File: src/rtl/exc_stack_ctrl.sv
// Exception entry/exit sequencer: stacks the 8-word frame on entry, fetches the
// vector, and unstacks the frame into the register file on exception return.
module exc_stack_ctrl #(
  parameter logic [31:0] VTOR_BASE  = 32'h0000_0000,
  parameter logic [31:0] EXC_RETURN = 32'hFFFF_FFF9
) (
  input  logic        clk,
  input  logic        rst,
  input  logic        exc_req,
  input  logic [5:0]  exc_num,
  input  logic        ret_req,
  output logic        exc_ack,
  output logic        ret_ack,
  output logic        busy,
  input  logic [31:0] r_SP,
  input  logic [31:0] r_LR,
  input  logic [31:0] r_PC,
  input  logic [3:0]  r_APSR,
  input  logic [5:0]  r_IPSR,
  input  logic        r_PMask,
  output logic [3:0]  rf_raddr,
  input  logic [31:0] rf_rdata,
  output logic        ld_sp,
  output logic        ld_lr,
  output logic        ld_pc,
  output logic        ld_rd,
  output logic        ld_apsr,
  output logic        ld_ipsr,
  output logic [31:0] w_SP,
  output logic [31:0] w_LR,
  output logic [31:0] w_PC,
  output logic [31:0] w_Rd,
  output logic [3:0]  addr_Rd,
  output logic [3:0]  w_APSR,
  output logic [5:0]  w_IPSR,
  output logic        mem_req,
  output logic        mem_we,
  output logic [31:0] mem_addr,
  output logic [31:0] mem_wdata,
  input  logic [31:0] mem_rdata,
  input  logic        mem_ack
);

  typedef enum logic [2:0] {
    IDLE,
    PUSH,
    SP_DN,
    VEC,
    ENTRY_DONE,
    POP,
    SP_UP
  } state_t;

  state_t      r_state;
  state_t      w_nextState;
  logic [2:0]  r_k;
  logic [31:0] r_base;
  logic [31:0] r_xpsr;
  logic [31:0] r_vec;
  logic [5:0]  r_num;

  logic        w_excOk;
  logic [31:0] w_frameAddr;

  // NMI and HardFault bypass PRIMASK; everything else waits while masked.
  assign w_excOk     = exc_req && (!r_PMask || exc_num == 6'd2 || exc_num == 6'd3);
  assign w_frameAddr = r_base + {27'd0, r_k, 2'b00};
  assign busy        = (r_state != IDLE);

  always_ff @(posedge clk or negedge rst) begin
    if (!rst) begin
      r_state <= IDLE;
      r_k     <= 3'd0;
      r_base  <= 32'd0;
      r_xpsr  <= 32'd0;
      r_vec   <= 32'd0;
      r_num   <= 6'd0;
    end else begin
      r_state <= w_nextState;
      case (r_state)
        IDLE: begin
          if (w_excOk) begin
            r_base <= r_SP - 32'd32;
            r_num  <= exc_num;
            r_xpsr <= {r_APSR, 3'b000, 1'b1, 18'd0, r_IPSR};
            r_k    <= 3'd0;
          end else if (ret_req) begin
            r_base <= r_SP;
            r_k    <= 3'd0;
          end
        end
        PUSH, POP: begin
          if (mem_ack) r_k <= r_k + 3'd1;
        end
        VEC: begin
          if (mem_ack) r_vec <= mem_rdata;
        end
        default: ;
      endcase
    end
  end

  always_comb begin
    w_nextState = r_state;
    exc_ack     = 1'b0;
    ret_ack     = 1'b0;
    rf_raddr    = 4'd0;
    ld_sp       = 1'b0;
    ld_lr       = 1'b0;
    ld_pc       = 1'b0;
    ld_rd       = 1'b0;
    ld_apsr     = 1'b0;
    ld_ipsr     = 1'b0;
    w_SP        = 32'd0;
    w_LR        = 32'd0;
    w_PC        = 32'd0;
    w_Rd        = 32'd0;
    addr_Rd     = 4'd0;
    w_APSR      = 4'd0;
    w_IPSR      = 6'd0;
    mem_req     = 1'b0;
    mem_we      = 1'b0;
    mem_addr    = 32'd0;
    mem_wdata   = 32'd0;

    case (r_state)
      IDLE: begin
        if (w_excOk)      w_nextState = PUSH;
        else if (ret_req) w_nextState = POP;
      end
      PUSH: begin
        mem_req  = 1'b1;
        mem_we   = 1'b1;
        mem_addr = w_frameAddr;
        case (r_k)
          3'd0, 3'd1, 3'd2, 3'd3: begin
            rf_raddr  = {1'b0, r_k};
            mem_wdata = rf_rdata;
          end
          3'd4: begin
            rf_raddr  = 4'd12;
            mem_wdata = rf_rdata;
          end
          3'd5:    mem_wdata = r_LR;
          3'd6:    mem_wdata = r_PC;
          default: mem_wdata = r_xpsr;
        endcase
        if (mem_ack && r_k == 3'd7) w_nextState = SP_DN;
      end
      SP_DN: begin
        ld_sp       = 1'b1;
        w_SP        = r_base;
        w_nextState = VEC;
      end
      VEC: begin
        mem_req  = 1'b1;
        mem_addr = VTOR_BASE + {24'd0, r_num, 2'b00};
        if (mem_ack) w_nextState = ENTRY_DONE;
      end
      ENTRY_DONE: begin
        ld_pc       = 1'b1;
        w_PC        = r_vec & ~32'd1;
        ld_lr       = 1'b1;
        w_LR        = EXC_RETURN;
        ld_ipsr     = 1'b1;
        w_IPSR      = r_num;
        exc_ack     = 1'b1;
        w_nextState = IDLE;
      end
      POP: begin
        mem_req  = 1'b1;
        mem_addr = w_frameAddr;
        // Write strobes go out with the ack so the register file captures on the next negedge.
        if (mem_ack) begin
          case (r_k)
            3'd0, 3'd1, 3'd2, 3'd3: begin
              ld_rd   = 1'b1;
              addr_Rd = {1'b0, r_k};
              w_Rd    = mem_rdata;
            end
            3'd4: begin
              ld_rd   = 1'b1;
              addr_Rd = 4'd12;
              w_Rd    = mem_rdata;
            end
            3'd5: begin
              ld_lr = 1'b1;
              w_LR  = mem_rdata;
            end
            3'd6: begin
              ld_pc = 1'b1;
              w_PC  = mem_rdata & ~32'd1;
            end
            default: begin
              ld_apsr     = 1'b1;
              w_APSR      = mem_rdata[31:28];
              ld_ipsr     = 1'b1;
              w_IPSR      = mem_rdata[5:0];
              w_nextState = SP_UP;
            end
          endcase
        end
      end
      SP_UP: begin
        ld_sp       = 1'b1;
        w_SP        = r_base + 32'd32;
        ret_ack     = 1'b1;
        w_nextState = IDLE;
      end
      default: w_nextState = IDLE;
    endcase
  end

endmodule
File: config.mk
export PLATFORM = sky130hd
export DESIGN_NAME = exc_stack_ctrl
export DESIGN_NICKNAME = d
export VERILOG_FILES = /design/src/rtl/exc_stack_ctrl.sv
export SDC_FILE = /design/constraint.sdc
export NUM_CORES = 1
export LEC_CHECK = 0
export BUFFER_PORTS_ARGS = -buffer_cell sky130_fd_sc_hd__buf_2
export CORE_AREA = 2 2 157 159
export CTS_CLUSTER_SIZE = 30
export DETAILED_ROUTE_END_ITERATION = 7
export DIE_AREA = 0 0 159 161
export HOLD_SLACK_MARGIN = 0.15
export PLACE_DENSITY = 0.65
export SLEW_MARGIN = 30
export SYNTH_ARGS = -nofsm -noshare
export SYNTH_HDL_FRONTEND = slang
export SYNTH_SLANG_ARGS = --single-unit
export TNS_END_PERCENT = 5
File: constraint.sdc
create_clock -name clk -period 2.5 [get_ports clk]
set_input_delay 0.5 -clock clk [delete_from_list [all_inputs] [get_ports clk]]
set_output_delay 0.5 -clock clk [all_outputs]
set_load 0.05 [all_outputs]
==> results of run 1 <==
-- cells in the final DEF, fill, tap and decap left out, types with 9 or more instances in the layout --
cell,instances
sky130_fd_sc_hd__a21o_1,31
sky130_fd_sc_hd__a21oi_1,33
sky130_fd_sc_hd__a21oi_2,10
sky130_fd_sc_hd__a222oi_1,32
sky130_fd_sc_hd__a22o_1,28
sky130_fd_sc_hd__and2_1,15
sky130_fd_sc_hd__and3_1,37
sky130_fd_sc_hd__buf_12,58
sky130_fd_sc_hd__buf_2,205
sky130_fd_sc_hd__buf_4,98
sky130_fd_sc_hd__buf_6,146
sky130_fd_sc_hd__clkbuf_16,10
sky130_fd_sc_hd__dfrtp_1,72
sky130_fd_sc_hd__dfrtp_2,14
sky130_fd_sc_hd__inv_1,10
sky130_fd_sc_hd__mux2_2,50
sky130_fd_sc_hd__nand2_1,44
sky130_fd_sc_hd__nand2b_1,9
sky130_fd_sc_hd__nand3_1,17
sky130_fd_sc_hd__nand4_1,25
sky130_fd_sc_hd__nor2_1,65
sky130_fd_sc_hd__nor2_2,47
sky130_fd_sc_hd__nor3_1,18
sky130_fd_sc_hd__nor4_1,11
sky130_fd_sc_hd__xnor2_1,36
sky130_fd_sc_hd__xor2_1,33
-- final timing paths --
check                                             from                endpoint  slack (ns)  depth (start not counted)
worst max-delay path                r_k[1]$_DFFE_PN0P_               w_IPSR[2]       -0.40                          9
worst min-delay path                         r_IPSR[3]   r_xpsr[3]$_DFFE_PN0P_        0.38                          2
worst max register to register      r_k[1]$_DFFE_PN0P_  r_state[0]$_DFFE_PN0P_        0.37                          9
worst min register to register  r_xpsr[24]$_DFFE_PN0P_  r_xpsr[24]$_DFFE_PN0P_        0.49                          1
max in group asynchronous                          rst  r_xpsr[30]$_DFFE_PN0P_        1.25                          3
min in group asynchronous                          rst   r_vec[17]$_DFFE_PN0P_        0.61                          2
-- flip-flops by register name, indices dropped and copies added, names as in the netlist --
signal	count
r_k	3
r_base	32
r_state	3
r_xpsr	11
r_vec	31
r_num	6
-- metal layers --
layer / share of wire / routed length [µm] / GRT usage / up-vias
li1: - / - / - / 4020
met1: 0.40 / 13500 / 0.301 / 4251
met2: 0.50 / 16700 / 0.434 / 406
met3: 0.072 / 2400 / 0.0586 / 57
met4: 0.027 / 916 / 0.0913 / 0
met5: 0 / 0 / 0 / -
-- logic make-up (layout without fill, tap and decap cells) --
kind of cell    Yosys count  after routing  synth area share
mux                      54             54            0.0861
buf+inv                  94            545            0.0591
flops                    86             86             0.300
xor+xnor                 73             73            0.0891
other cells               1              1          0.000523
simple gates            361            361             0.257
compound gates          178            178             0.186
fa+ha+maj                12             12            0.0220
-- final cells by class --
cell class / instances / area (µm²) / share of cell area
Clock buffer: 10 / 239 / 0.0185
Clock inverter: 6 / 92.6 / 0.00718
Inverter: 11 / 41.3 / 0.00320
Multi-Input combinational cell: 679 / 5250 / 0.407
Sequential cell: 86 / 2170 / 0.168
Tap cell: 324 / 405 / 0.0314
Timing Repair Buffer: 518 / 4700 / 0.365
-- power groups by stage --
stage,clock network (mW),logic [mW],registers (mW)
after floorplan,0,8.58,2.42
after global placement,0,12.7,2.70
after detailed placement,0,12.8,2.73
after CTS,1.58,14.4,2.73
after global routing,1.63,15.5,2.86
final,1.53,14.8,2.79
-- worst register-to-register path, delay by kind of cell, from the launching register on --
family	cells	cell delay, ns
and+or+nand+nor	2	0.59
DFF	1	0.45
buffers and inverters	2	0.31
AOI/OAI and AO/OA	3	0.34
adders and majority gates	2	0.32
-- repair_timing --
action,in CTS,in global routing
gates resized for setup,312,91
endpoints found under the setup margin,204,204
gates cloned,2,1
buffers inserted,6,3
pin swaps,46,32
hold buffers,1,0
endpoints found under the hold margin,23,0
==> impl_metrics.sql, run 1 <==
INSERT INTO impl_metrics (metric_group, metric, value, unit) VALUES
('clock_tree', 'clock_sinks', '86', ''),
('yosys', 'synthDominantAreaCellType', 'sky130_fd_sc_hd__dfrtp_1', ''),
('sta', 'skew', '0.00820', 'ns'),
('power_and_ir_drop', 'switching_share', '0.533', ''),
('drt', 'final_routed_wirelength', '33.5', 'mm'),
('yosys', 'synth_top_cells_by_area', 'sky130_fd_sc_hd__dfrtp_1 30%, sky130_fd_sc_hd__mux2_2 7.8%, sky130_fd_sc_hd__nor2_1 6.0%', ''),
('placed_design', 'detailedPlacementHpwl', '25.6', 'mm'),
('sta', 'max-slew-margin-rel', '0.655', ''),
('drt', 'detailedRoute.firstPassIterationCount', '8', ''),
('sta', 'timing.final.setup_violations', '129', ''),
('placed_design', 'place_inst', '1606', ''),
('run', 'drv.max_cap_violation_count', '0', ''),
('yosys', 'synth.yosys.warnings', '0', ''),
('critical_path', 'crit_chain', 'buf_6, ha_4, ha_4, or4_4, nor2_4, buf_12, buf_6, a22o_4, buf_12', ''),
('placed_design', 'pre_cts_ws', '-0.166', 'ns'),
('yosys', 'synth.ff_latch_count', '86', ''),
('power_and_ir_drop', 'power_report.internal_total', '8.94', 'mW'),
('sta', 'max_frequency', '0.345', 'GHz'),
('sta', 'hold-worst-slack', '0.379', 'ns'),
('clock_tree', 'cts_made_buffers', '9', ''),
('floorplan', 'die-height', '161', 'µm'),
('global_route', 'grt_pass1_wl', '49.4', 'mm'),
('global_route', 'grt_max_degree', '57', ''),
('layout', 'layout.nets', '1499', ''),
('status', 'outcome', 'finished, violations left', ''),
('power_and_ir_drop', 'pwr_density_cell', '1480', 'nW/µm²'),
('sta', 'drv_slew', '0', ''),
('yosys', 'synth_top_area_frac', '0.300', ''),
('power_and_ir_drop', 'power_frac_clock', '0.080', ''),
('clock_tree', 'clock_path_buffers', '2', ''),
('critical_path', 'critical_path.startpoint_type', 'register', ''),
('yosys', 'synth_async_sr_flop_share', '1.00', ''),
('sta', 'report.final.hold_viol_count', '0', ''),
('power_and_ir_drop', 'total_switching_power', '10.2', 'mW'),
('power_and_ir_drop', 'comb_power_share', '0.774', ''),
('critical_path', 'cpLargestDelayFamily', 'simple AND/OR/NAND/NOR gates', ''),
('layout', 'n_fill_cell', '2109', ''),
('yosys', 'postSynthAreaPerCell', '8.35', 'µm²'),
('critical_path', 'critPathMaxStageDelay', '0.53', 'ns'),
('critical_path', 'cp_max_fo', '7', ''),
('placed_design', 'gp_routability_congestion', '0.911', ''),
('sta', 'period_minus_slack', '2.90', 'ns'),
('yosys', 'ys_dominant_reg_cell', 'sky130_fd_sc_hd__dfrtp_1', ''),
('drt', 'drt_iter0_drc', '691', ''),
('clock_tree', 'htree_levels', '3', ''),
('layout', 'area_delta_synth_final', '79.8', '%'),
('critical_path', 'cp.arrival', '2.40', 'ns'),
('sta', 'period_share', '1.16', ''),
('drt', 'route.antenna.remaining_nets', '0', ''),
('power_and_ir_drop', 'total_power_consumption', '19.1', 'mW'),
('floorplan', 'die-area', '25600', 'µm²'),
('clock_tree', 'cts.reportedPaths.clkPinSlew', '0.07', 'ns'),
('global_route', 'groute.usage.overall', '0.249', ''),
('sta', 'timing_worst_slew_pin_value', '0.518', 'ns'),
('clock_tree', 'cts_tree', 'built', ''),
('clock_tree', 'root_buffer', 'sky130_fd_sc_hd__clkbuf_16', ''),
('critical_path', 'cpMaxStageDelayCell', 'sky130_fd_sc_hd__or4_4', ''),
('yosys', 'number_of_synthesized_flops_with_an_enable_pin', '0', ''),
('layout', 'final_cell_count_no_fill', '1634', ''),
('yosys', 'synth_area', '7180', 'µm²'),
('drt', 'drcViolationCount', '11', ''),
('drt', 'route.vias.total', '8734', ''),
('yosys', 'syn_nets', '1053', ''),
('layout', 'final_util', '0.538', ''),
('critical_path', 'endpoint_class_of_the_critical_path', 'output port', ''),
('status', 'violations', 'DRC, setup timing', ''),
('floorplan', 'core_area', '24000', 'µm²'),
('yosys', 'syn_inst', '859', ''),
('floorplan', 'floorplan.die.width', '159', 'µm'),
('sta', 'timing.final.ws_setup', '-0.401', 'ns'),
('power_and_ir_drop', 'total_leakage_power', '6.03', 'nW');
Power figures use the tool's default switching activity.
==> inputs of run 2 (changes only) <==
- SETUP_SLACK_MARGIN: default -> 0.02
==> run 2 against run 1 <==
  * The run ends with setup timing left
  * Clock power fell by 8%
  * Fmax is 1.1% lower
  * Core utilization down 0.57 points
  * First-iteration DRC count grew 7.5%
  * Die area unchanged
  * Routed wire length is 0.96% lower
  * Final cell count shrank 0.31%
  * Largest power group unchanged
  * Highest routed layer is now met5
==> impl_metrics.sql, run 2 (same netlist as run 1, synthesis figures left out) <==
INSERT INTO impl_metrics (metric_group, metric, value, unit) VALUES
('global_route', 'vias_in_the_first_global_route', '8481', ''),
('critical_path', 'setup.reg_to_reg.worst_slack', '0.40', 'ns'),
('floorplan', 'die-height', '161', 'µm'),
('critical_path', 'r2r_cells', '9', ''),
('worst_hold_path', 'path_type_of_the_worst_min_delay_path', 'in2reg', ''),
('sta', 'hold-worst-slack', '0.371', 'ns'),
('placed_design', 'place_area', '11100', 'µm²'),
('clock_tree', 'clock_latency', '0.36', 'ns'),
('worst_hold_path', 'min_path_cells', '2', ''),
('global_route', 'global_route.overflow_total', '0', ''),
('clock_tree', 'htree_levels', '3', ''),
('critical_path', 'critical_path.startpoint_type', 'register', ''),
('layout', 'area_delta_synth_final', '77.8', '%'),
('clock_tree', 'cts.reportedPaths.clkPinSlew', '0.07', 'ns'),
('floorplan', 'placementRows', '57', ''),
('drt', 'drt_iter0_drc', '743', ''),
('run', 'drv.max_cap_violation_count', '0', ''),
('layout', 'layout.nets', '1492', ''),
('placed_design', 'io_buffer_count', '401', ''),
('placed_design', 'pre_cts_ws', '-0.137', 'ns'),
('critical_path', 'cp_num_buf_inv', '3', ''),
('layout', 'biggestRegsByFlops', 'r_base x32, r_vec x31, r_xpsr x11', ''),
('layout', 'top_register', 'r_base', ''),
('layout', 'layout_commonest_cell', 'sky130_fd_sc_hd__buf_2', ''),
('global_route', 'grt_max_degree', '53', ''),
('drt', 'drcViolationCount', '0', ''),
('drt', 'wl_per_cell', '20.4', 'µm'),
('worst_hold_path', 'critical_hold_path_startpoint', 'r_SP[2]', ''),
('clock_tree', 'cts_made_buffers', '9', ''),
('placed_design', 'gp_routability_congestion', '0.932', ''),
('critical_path', 'endpoint_class_of_the_critical_path', 'output port', ''),
('global_route', 'grt_pass1_wl', '50.0', 'mm'),
('layout', 'fin_area', '12800', 'µm²'),
('drt', 'detailedRoute.firstPassIterationCount', '7', ''),
('power_and_ir_drop', 'total_leakage_power', '5.98', 'nW'),
('floorplan', 'start_util', '0.299', ''),
('critical_path', 'crit_chain', 'buf_6, ha_4, ha_4, or4_4, nor2_4, buf_6, a22o_4, buf_12', ''),
('critical_path', 'cp.arrival', '2.43', 'ns'),
('worst_hold_path', 'worst_hold_path.endpoint', 'r_base[2]$_DFFE_PN0P_', ''),
('power_and_ir_drop', 'peakVddDrop', '1130', 'µV'),
('critical_path', 'cpLargestDelayFamily', 'simple AND/OR/NAND/NOR gates', ''),
('sta', 'drv_slew', '0', ''),
('power_and_ir_drop', 'total_power_consumption', '18.7', 'mW'),
('clock_tree', 'clock_path_buffers', '2', ''),
('drt', 'final_routed_wirelength', '33.2', 'mm'),
('placed_design', 'detailedPlacementHpwl', '25.7', 'mm'),
('layout', 'n_fill_cell', '2139', ''),
('drt', 'avgViaCountPerCell', '5.33', ''),
('sta', 'rsz0062_at_grt', 'yes', ''),
('critical_path', 'crit_required', '2.00', 'ns'),
('power_and_ir_drop', 'pwr_density_cell', '1460', 'nW/µm²'),
('clock_tree', 'root_buffer', 'sky130_fd_sc_hd__clkbuf_16', ''),
('sta', 'period_minus_slack', '2.93', 'ns'),
('status', 'violations', 'setup timing', ''),
('sta', 'report.final.hold_viol_count', '0', ''),
('sta', 'max_frequency', '0.341', 'GHz'),
('floorplan', 'boundaryPins', '403', ''),
('sta', 'timing.final.setup_violations', '136', ''),
('global_route', 'groute.usage.overall', '0.252', ''),
('drt', 'route.antenna.remaining_nets', '0', ''),
('sta', 'period_share', '1.17', ''),
('floorplan', 'die-area', '25600', 'µm²'),
('status', 'outcome', 'finished, violations left', ''),
('clock_tree', 'clock_sinks', '86', ''),
('critical_path', 'critPathMaxStageDelay', '0.47', 'ns'),
('floorplan', 'floorplan.die.width', '159', 'µm'),
('sta', 'skew', '0.0133', 'ns'),
('critical_path', 'cpMaxStageDelayCell', 'sky130_fd_sc_hd__dfrtp_2', ''),
('clock_tree', 'cts_tree', 'built', ''),
('critical_path', 'timing.rr.end', 'r_state[0]$_DFFE_PN0P_', ''),
('layout', 'largest_register_ff_count', '32', ''),
('critical_path', 'critical_register_to_register_path_startpoint', 'r_k[1]$_DFFE_PN0P_', ''),
('drt', 'route.vias.total', '8684', ''),
('floorplan', 'core_area', '24000', 'µm²'),
('critical_path', 'cp_max_fo', '6', ''),
('global_route', 'grt_antenna_before_repair', '3', ''),
('layout', 'fraction_of_layout_cells_with_a_size_suffix_above_1', '0.558', ''),
('layout', 'layout.cells.most_common_list', '208 x sky130_fd_sc_hd__buf_2, 152 x sky130_fd_sc_hd__buf_6, 90 x sky130_fd_sc_hd__buf_4', ''),
('sta', 'setup-tns-final', '-27.90', 'ns'),
('sta', 'timing.final.ws_setup', '-0.431', 'ns'),
('critical_path', 'worstSetupPathType', 'reg2out', '');
## run 2: cell type report
class / count / area, µm² / share of cell area
inverter: 11 / 43.8 / 0.00343
multi-input combinational: 679 / 5250 / 0.411
sequential: 86 / 2160 / 0.169
tap: 324 / 405 / 0.0318
antenna: 2 / 5.00 / 0.000392
timing repair buffer: 511 / 4610 / 0.361
clock buffer: 12 / 246 / 0.0193
clock inverter: 4 / 47.5 / 0.00373
## run 2: metal layers
| metal | vias to the layer above | track usage | part of all wire |
|---|---|---|---|
| met5 | - | 0 | 0.00033 |
| met4 | 2 | 0.0880 | 0.035 |
| met3 | 64 | 0.0483 | 0.072 |
| met2 | 406 | 0.444 | 0.50 |
| met1 | 4230 | 0.307 | 0.40 |
| li1 | 3982 | - | - |
## run 2: worst max path at each step
stage / from / endpoint / slack [ns] / cells after the start
floorplan: r_k[0]$_DFFE_PN0P_ / mem_addr[14] / -0.23 / 6
global placement: r_k[0]$_DFFE_PN0P_ / mem_wdata[1] / -0.13 / 8
detailed placement: r_k[0]$_DFFE_PN0P_ / mem_wdata[1] / -0.14 / 8
CTS: r_k[1]$_DFFE_PN0P_ / mem_addr[21] / -0.43 / 7
global route: r_k[1]$_DFFE_PN0P_ / mem_addr[21] / -0.52 / 9
finish: r_k[1]$_DFFE_PN0P_ / w_IPSR[4] / -0.43 / 8
## run 2: where the power goes
group	total [mW]	switching, mW	internal [mW]
combinational	14.6	8.79	5.76
clock	1.41	0.607	0.801
sequential	2.71	0.637	2.07
## run 2: stage by stage
step | std cells | util
2_1_floorplan | 859 | -
3_3_place_gp | 1605 | 0.462
3_5_place_dp | 1605 | 0.462
4_1_cts | 1625 | 0.522
5_1_grt | 1627 | 0.532
6_report | 1629 | 0.533
## run 2: timing repair
item                                    4_1_cts  5_1_grt
hold buffers                                  1        0
hold endpoints to repair                     29        0
gates resized for setup                     335       64
buffers inserted                              3        3
endpoints found under the setup margin      196      200
pin swaps                                    50       27
gates cloned                                  0        0
==> inputs of run 3 (changes only) <==
- MAX_ROUTING_LAYER: default -> met4
- PLACE_DENSITY: 0.65 -> 0.63
- SKIP_CTS_REPAIR_TIMING: default -> 1
- clock period: 2.5 -> 3.1 ns (I/O delays scaled with it)
==> run 3 against run 2 <==
  * The flow now finishes without violations
  * Flip-flop and latch count unchanged
  * Sequential power fell by 15%
  * Critical path depth increased by 2
  * Die area did not move
  * Largest power group unchanged
  * Highest routed layer is now met4
==> impl_metrics.sql, run 3 (same netlist as run 1, synthesis figures left out) <==
INSERT INTO impl_metrics (metric_group, metric, value, unit) VALUES
('layout', 'layout.nets', '1443', ''),
('critical_path', 'cpMaxStageDelayCell', 'sky130_fd_sc_hd__dfrtp_1', ''),
('drt', 'detailedRoute.firstPassIterationCount', '7', ''),
('clock_tree', 'htree_levels', '3', ''),
('global_route', 'grt_max_degree', '53', ''),
('global_route', 'grt_pass1_wl', '46.7', 'mm'),
('status', 'outcome', 'finished clean', ''),
('critical_path', 'crit_required', '2.48', 'ns'),
('power_and_ir_drop', 'total_leakage_power', '5.48', 'nW'),
('sta', 'rsz0062_at_grt', 'yes', ''),
('layout', 'top_register', 'r_base', ''),
('drt', 'route.antenna.remaining_nets', '0', ''),
('global_route', 'groute.usage.overall', '0.242', ''),
('placed_design', 'gp_routability_congestion', '0.944', ''),
('power_and_ir_drop', 'pwr_density_cell', '1230', 'nW/µm²'),
('drt', 'drcViolationCount', '0', ''),
('critical_path', 'critical_path.startpoint_type', 'register', ''),
('floorplan', 'die-height', '161', 'µm'),
('sta', 'timing.final.setup_violations', '0', ''),
('layout', 'layout_commonest_cell', 'sky130_fd_sc_hd__buf_2', ''),
('global_route', 'grt_antenna_before_repair', '1', ''),
('floorplan', 'start_util', '0.299', ''),
('critical_path', 'endpoint_class_of_the_critical_path', 'output port', ''),
('sta', 'period_share', '0.991', ''),
('sta', 'max_frequency', '0.326', 'GHz'),
('power_and_ir_drop', 'peakVddDrop', '865', 'µV'),
('placed_design', 'io_buffer_count', '401', ''),
('floorplan', 'core_area', '24000', 'µm²'),
('sta', 'timing.final.ws_setup', '0.0294', 'ns'),
('sta', 'max-slew-margin-rel', '0.491', ''),
('drt', 'wl_per_cell', '20.3', 'µm'),
('global_route', 'vias_in_the_first_global_route', '7864', ''),
('clock_tree', 'root_buffer', 'sky130_fd_sc_hd__clkbuf_16', ''),
('floorplan', 'placementRows', '57', ''),
('clock_tree', 'cts_made_buffers', '9', ''),
('critical_path', 'crit_chain', 'buf_6, ha_4, ha_4, nor2_4, o21ai_4, buf_12, buf_16, a222oi_1, nor2_1, buf_6', ''),
('critical_path', 'cp.arrival', '2.45', 'ns'),
('floorplan', 'floorplan.die.width', '159', 'µm'),
('layout', 'n_fill_cell', '2418', ''),
('sta', 'timing_worst_slew_pin_value', '0.745', 'ns'),
('layout', 'area_delta_synth_final', '49.4', '%'),
('clock_tree', 'cts_tree', 'built', ''),
('clock_tree', 'clock_path_buffers', '2', ''),
('sta', 'period_minus_slack', '3.07', 'ns'),
('floorplan', 'boundaryPins', '403', ''),
('sta', 'skew', '0.0101', 'ns'),
('layout', 'layout.cells.most_common_list', '365 x sky130_fd_sc_hd__buf_2, 107 x sky130_fd_sc_hd__nor2_1, 81 x sky130_fd_sc_hd__dfrtp_1', ''),
('critical_path', 'worstSetupPathType', 'reg2out', ''),
('sta', 'drv_slew', '0', ''),
('layout', 'biggestRegsByFlops', 'r_base x32, r_vec x31, r_xpsr x11', ''),
('drt', 'avgViaCountPerCell', '5.35', ''),
('critical_path', 'cp_max_fo', '6', ''),
('drt', 'drt_iter0_drc', '803', ''),
('global_route', 'global_route.overflow_total', '0', ''),
('drt', 'final_routed_wirelength', '32.0', 'mm'),
('drt', 'route.vias.total', '8441', ''),
('placed_design', 'detailedPlacementHpwl', '24.9', 'mm'),
('run', 'drv.max_cap_violation_count', '0', ''),
('placed_design', 'pre_cts_ws', '-0.0691', 'ns'),
('clock_tree', 'clock_sinks', '86', ''),
('clock_tree', 'cts.reportedPaths.clkPinSlew', '0.07', 'ns'),
('sta', 'report.final.hold_viol_count', '0', ''),
('layout', 'fraction_of_layout_cells_with_a_size_suffix_above_1', '0.469', ''),
('critical_path', 'critPathMaxStageDelay', '0.42', 'ns'),
('layout', 'multi_input_combinational_cell_area', '4850', 'µm²'),
('sta', 'setup-tns-final', '0', 'ns'),
('floorplan', 'die-area', '25600', 'µm²'),
('layout', 'largest_register_ff_count', '32', ''),
('worst_hold_path', 'path_type_of_the_worst_min_delay_path', 'in2async', ''),
('layout', 'seqCellArea', '2160', 'µm²'),
('clock_tree', 'clock_latency', '0.35', 'ns');
[run 3: cell types whose count changed in the layout (fill, tap and decap cells not counted), sizes merged]
cell	previous run	this run
clkinv	2	0
clkbuf	13	29
inv	11	12
diode	2	1
buf	509	443
bufinv	1	3
dlygate4sd3	1	0
[run 3: power by group]
group          internal (mW)  total (mW)  switching [mW]
clock network          0.809        1.29           0.481
registers               1.67        2.30           0.635
logic                   3.12        9.58            6.46
total                   5.60        13.2            7.58
[run 3: area by class of cell]
type	count	area share
inverter	11	0.00385
tap	324	0.0378
timing repair buffer	462	0.272
sequential	86	0.201
multi-input combinational	679	0.452
clock buffer	10	0.0223
antenna	1	0.000233
clock inverter	5	0.00992
[run 3: worst max-delay path: cells and delay by family, from the launching register on]
family | cells | cell delay, ns
AND/OR/NAND/NOR | 2 | 0.26
flip-flops | 1 | 0.42
adder cells (fa/ha/maj) | 2 | 0.35
AO/OA/AOI/OAI | 2 | 0.44
buffers and inverters | 4 | 0.63
[run 3: routing by layer]
metal / routed length (µm) / GRT usage
met4: 889 / 0.0810
met3: 2510 / 0.0580
met1: 14100 / 0.321
met2: 14400 / 0.364
met5: 0 / -
[run 3: stage by stage]
step                utilization  power [mW]  cell area [µm²]  hold WS, ns  std cells
floorplan                     -        8.52             7190        0.324        859
global placement          0.413        11.0             9900        0.466       1550
detailed placement        0.413        11.1             9900        0.477       1550
CTS                       0.428        12.4            10200        0.307       1565
global route              0.447        13.8            10700        0.343       1577
finish                    0.448        13.2            10700        0.288       1578
[run 3: path summary, 6_finish.rpt]
check | cells after the start | end | slack, ns | startpoint
max | 10 | mem_wdata[9] | 0.03 | r_k[1]$_DFFE_PN0P_
min | 1 | r_vec[12]$_DFFE_PN0P_ | 0.29 | rst
max reg2reg | 5 | r_base[6]$_DFFE_PN0P_ | 1.02 | r_state[2]$_DFFE_PN0P_
min reg2reg | 1 | r_xpsr[24]$_DFFE_PN0P_ | 0.49 | r_xpsr[24]$_DFFE_PN0P_
max in group asynchronous | 2 | r_base[16]$_DFFE_PN0P_ | 2.14 | rst
min in group clk | 1 | r_xpsr[24]$_DFFE_PN0P_ | 0.49 | r_xpsr[24]$_DFFE_PN0P_
